--- src/rtl/cdf_pkg.sv ---
// cdf_pkg: shared constants, state encoding and group derivation for the CDF controller/datapath
package cdf_pkg;
    localparam int BINS_PER_WORD   = 4;
    localparam int WORDS_PER_GROUP = 2;
    localparam int BINS_PER_GROUP  = BINS_PER_WORD * WORDS_PER_GROUP;

    typedef enum logic [2:0] {
        IDLE, START, READ, WAIT, LOAD, WR_LO, WR_HI, DONE
    } cdf_state_t;

    function automatic int num_groups(input int num_bins);
        return num_bins / BINS_PER_GROUP;
    endfunction
endpackage

--- src/rtl/cdf_controller.sv ---
// cdf_controller: sequences cdf_datapath over the histogram and writes the CDF back to scratch memory
module cdf_controller
    import cdf_pkg::*;
#(
    parameter int NUM_BINS  = 256,
    parameter int ADDR_W    = 8,
    parameter int HIST_BASE = 0,
    parameter int CDF_BASE  = 64,
    parameter int RD_LAT    = 1
) (
    input  logic              clk,
    input  logic              reset,
    input  logic              histogram_done,
    output logic              scratchmem_rd_en,
    output logic [ADDR_W-1:0] scratchmem_rd_addr1,
    output logic [ADDR_W-1:0] scratchmem_rd_addr2,
    output logic              scratchmem_wr_en,
    output logic [ADDR_W-1:0] scratchmem_wr_addr,
    output logic              dp_clear,
    output logic              dp_load,
    output logic              dp_out_sel,
    output logic              cdf_done
);
    localparam int NG = num_groups(NUM_BINS);
    localparam int GW = NG > 1 ? $clog2(NG) : 1;
    localparam logic [2:0] LAT_LAST = 3'(RD_LAT > 0 ? RD_LAT - 1 : 0);
    localparam logic [GW-1:0] G_LAST = GW'(NG - 1);

    cdf_state_t state, state_nx;
    logic [GW-1:0] g;
    logic [2:0] lat;
    logic [ADDR_W-1:0] g2;

    always_ff @(posedge clk) begin
        if (reset) begin
            state <= IDLE;
            g     <= '0;
            lat   <= '0;
        end else begin
            state <= state_nx;
            g     <= state == START ? '0 : (state == WR_HI && g != G_LAST) ? g + GW'(1) : g;
            lat   <= state == WAIT ? lat + 3'd1 : 3'd0;
        end
    end

    always_comb begin
        state_nx = state;
        case (state)
            IDLE:    state_nx = histogram_done ? START : IDLE;
            START:   state_nx = READ;
            READ:    state_nx = RD_LAT > 0 ? WAIT : LOAD;
            WAIT:    state_nx = lat == LAT_LAST ? LOAD : WAIT;
            LOAD:    state_nx = WR_LO;
            WR_LO:   state_nx = WR_HI;
            WR_HI:   state_nx = g == G_LAST ? DONE : READ;
            DONE:    state_nx = histogram_done ? DONE : IDLE;
            default: state_nx = IDLE;
        endcase
        // dropping histogram_done mid-run abandons the pass
        if (!histogram_done && state != IDLE && state != DONE)
            state_nx = IDLE;
    end

    assign g2                  = ADDR_W'({g, 1'b0});
    assign scratchmem_rd_en    = state == READ;
    assign scratchmem_rd_addr1 = scratchmem_rd_en ? ADDR_W'(HIST_BASE) + g2 : '0;
    assign scratchmem_rd_addr2 = scratchmem_rd_en ? ADDR_W'(HIST_BASE) + g2 + ADDR_W'(1) : '0;
    assign scratchmem_wr_en    = state == WR_LO || state == WR_HI;
    assign dp_out_sel          = state == WR_HI;
    assign scratchmem_wr_addr  = scratchmem_wr_en ? ADDR_W'(CDF_BASE) + g2 + (dp_out_sel ? ADDR_W'(1) : '0) : '0;
    assign dp_clear            = state == START;
    assign dp_load             = state == LOAD;
    assign cdf_done            = state == DONE;
endmodule
--- config.mk ---
export PLATFORM = sky130hd
export DESIGN_NAME = cdf_controller
export DESIGN_NICKNAME = d
export VERILOG_FILES = /design/src/rtl/cdf_pkg.sv /design/src/rtl/cdf_controller.sv
export SDC_FILE = /design/constraint.sdc
export NUM_CORES = 1
export LEC_CHECK = 0
export ABC_AREA = 1
export CAP_MARGIN = 10
export CORE_MARGIN = 2
export CORE_UTILIZATION = 42
export CTS_CLUSTER_DIAMETER = 120
export DETAILED_ROUTE_END_ITERATION = 8
export PLACE_DENSITY = 0.9
export SYNTH_ARGS = -nofsm -noshare
export SYNTH_HDL_FRONTEND = slang
export SYNTH_SLANG_ARGS = --single-unit
--- constraint.sdc ---
create_clock -name clk -period 1.85 [get_ports clk]
set_input_delay 0.37 -clock clk [delete_from_list [all_inputs] [get_ports clk]]
set_output_delay 0.37 -clock clk [all_outputs]
set_load 0.05 [all_outputs]
==> flow_summary.toml <==
[global_route]
grt_max_degree = 9
grt.overflow.total = 0
first_global_vias = 766
grt_pass1_wl_mm = 3.27
track_usage_pct = 20.8
antenna_found_initial = 0

[placement]
dpl_cell_area_mm2 = 0.00130
dp_slack_ns = 0.133
dp_hpwl_mm = 1.71
port_buffers = 26
gp_congestion = 0.784

[synthesis]
ys_seq_area_share_pct = 27.5
synth_xor_area_share_pct = 2.18
synth_compound_area_share_pct = 3.74
synth-simple-area-share_pct = 36.8
yosysWarnings = 0
synthAdderAreaFrac_pct = 6.24
synth_cell_types = 20
synthMuxAreaShare_pct = 0
synth_top_family_by_area = "simple AND/OR/NAND/NOR gates"
ys_ff_latch = 11
syn_area_per_cell_um2 = 6.52
netlist_instances = 123
syn_area_um2 = 802

[layout]
layout.nets = 155
layout-drive-gt1-share_pct = 35.4
area_growth_pct = 69.9
antenna_cells = 0
stdcell_area_mm2 = 0.00136
num-fill-cells = 107

[timing]
whs_ns = 0.456
min_period_ns = 1.77
setup_viol = 0
period_share_pct = 95.5
grt_setup_unrepaired = "no"
skew_ns = 0.00492
timing.fmax_mhz = 566
finalWorstSetupSlack_ns = 0.0837
drv_slew = 0
hold_viol = 0

[worst_setup_path]
worstPathRequired_ns = 1.48
worst-setup-path-type = "reg -> out"
cp.arrival_ns = 1.40
cp_num_buf_inv = 3
crit_path_max_incr_delay_ns = 0.39
path_max_fanout = 7
crit_chain = "inv_2 > nand3_1 > nand2_1 > inv_2 > nor2_2 > buf_12"
cp-start-kind = "flip-flop"
end_kind = "output port"
path_delay_family = "flip-flops"
critPathSlowestCell = "dfxtp_2"
cpMostUsedCell = "inv_2"

[detailed_routing]
ant_nets = 0
via_per_inst = 4.86
drtPass1Iterations = 4
top_layer_used = "met4"
via_count = 836
postRouteWirelength_mm = 2.08
wirelength_met1_um = 755
wl_met2_mm = 1.13
drc = 0
avgRoutedWirePerCell_um = 12.1
wl_met3_um = 101
drt_iter0_drc = 30

[cts]
cts-htree-levels = 1
ctsHoldBuffers = 0
worstSkewPairLatency_ns = 0.27
tritoncts = "done"
cts_max_path_buffers = 2
clk_pin_slew_ns = 0.07
cts_buffers = 3
cts.sinks = 11
cts_root_buffer = "clkbuf_4"

[power]
p_switching_uw = 520
peakVddDrop_uv = 778
seqPwrFrac_pct = 30.2
leakagePower_uw = 0.000585
p_comb_share_pct = 55.4
powerDensity_mw_per_mm2 = 810
p_int_uw = 584
swShare_pct = 47.1
power.share.clock_pct = 14.4

[status]
outcome = "finished clean"

[die]
initial_core_util_pct = 45.5
fp.coreArea_mm2 = 0.00176
die-area_mm2 = 0.00228
fp.dieH_um = 47.7
pin_count = 33
rows = 15
die_w_um = 47.7

[worst_hold_path]
min_path_type = "reg -> reg"

[job]
cap_violations = 0
## power groups by stage
| stage | logic [µW] | registers, µW | clock network, µW |
|---|---|---|---|
| after floorplan | 388 | 307 | 0 |
| after global placement | 543 | 316 | 0 |
| after detailed placement | 557 | 322 | 0 |
| after CTS | 575 | 323 | 168 |
| after global routing | 647 | 335 | 182 |
| final | 611 | 334 | 159 |
## final timing paths
kind / start / endpoint / slack, ns / depth (start not counted)
setup / recovery: state[1] / scratchmem_wr_addr[5] / 0.08 / 6
hold / removal: lat[0] / lat[0] / 0.46 / 1
setup reg to reg: g[0] / g[1] / 0.22 / 8
hold reg to reg: lat[0] / lat[0] / 0.46 / 1
## sequential cells by signal, indices dropped and copies added, names as in the netlist
| register | count |
|---|---|
| g | 5 |
| lat | 3 |
| state | 3 |
## kinds of logic after synthesis
kind of cell               after synthesis
AOI/OAI and AO/OA                        6
xor gates and xnor gates                 2
and+or+nand+nor                         63
DFF                                     11
other                                    1
buffers and inverters                   36
adders and majority gates                4
## cell usage after synthesis, drive strengths merged
master,n,area share [%]
nor2,27,14
inv,21,9.8
nand2,19,8.9
buf,14,13
nand3,13,11
dfxtp,11,27
ha,4,6.2
nand4,4,3.1
a21oi,3,1.9
o21ai,3,1.9
clkinv,1,0.47
conb,1,0.47
xnor2,1,1.1
xor2,1,1.1
## layout by cell type (no fill, tap or decap)
master           Yosys  layout
a21oi_1              3       3
buf_12               0      24
buf_4               13       3
clkbuf_1             0       1
clkbuf_4             0       3
clkdlybuf4s50_1      0       2
clkinv_1             1       1
conb_1               1       6
dfxtp_1             11       8
dfxtp_2              0       3
ha_1                 4       4
inv_1               18      17
inv_2                3       3
inv_4                0       1
nand2_1             19      19
nand3_1             10      10
nand3_2              2       1
nand3_4              1       2
nand4_1              4       4
nor2_1              25      15
nor2_2               1       6
nor2_4               1       6
o21ai_1              3       3
xnor2_1              1       1
xor2_1               1       1
## layout make-up
type | instances | area (µm²) | share of cell area, %
flip-flops and latches | 11 | 224 | 16.4
well taps | 25 | 31.3 | 2.30
multi-input cells | 81 | 473 | 34.7
repair buffers | 29 | 523 | 38.4
clock buffers | 4 | 26.3 | 1.93
inverters | 22 | 85.1 | 6.24
## what timing repair did
action / CTS / global route
buffers inserted: 0 / 2
gates cloned: 0 / 0
pin swaps: 0 / 2
setup endpoints to repair: 12 / 9
resized for setup: 5 / 3
## per-stage QoR
step	instances	utilization (%)	setup TNS, ns	power, µW
after detailed placement	166	73.5	0	879
final	172	77.2	0	1100
after global placement	166	73.5	0	859
after global routing	172	77.2	0	1160
after floorplan	128	-	-0.869	695
after CTS	170	76.2	0	1070
## metal layers
| layer | global-route usage, % | vias to the layer above |
|---|---|---|
| li1 | - | 407 |
| met1 | 22.6 | 378 |
| met2 | 36.3 | 42 |
| met3 | 2.64 | 9 |
| met4 | 15.7 | 0 |
| met5 | 0 | - |
(Power assumes the default switching activity.)
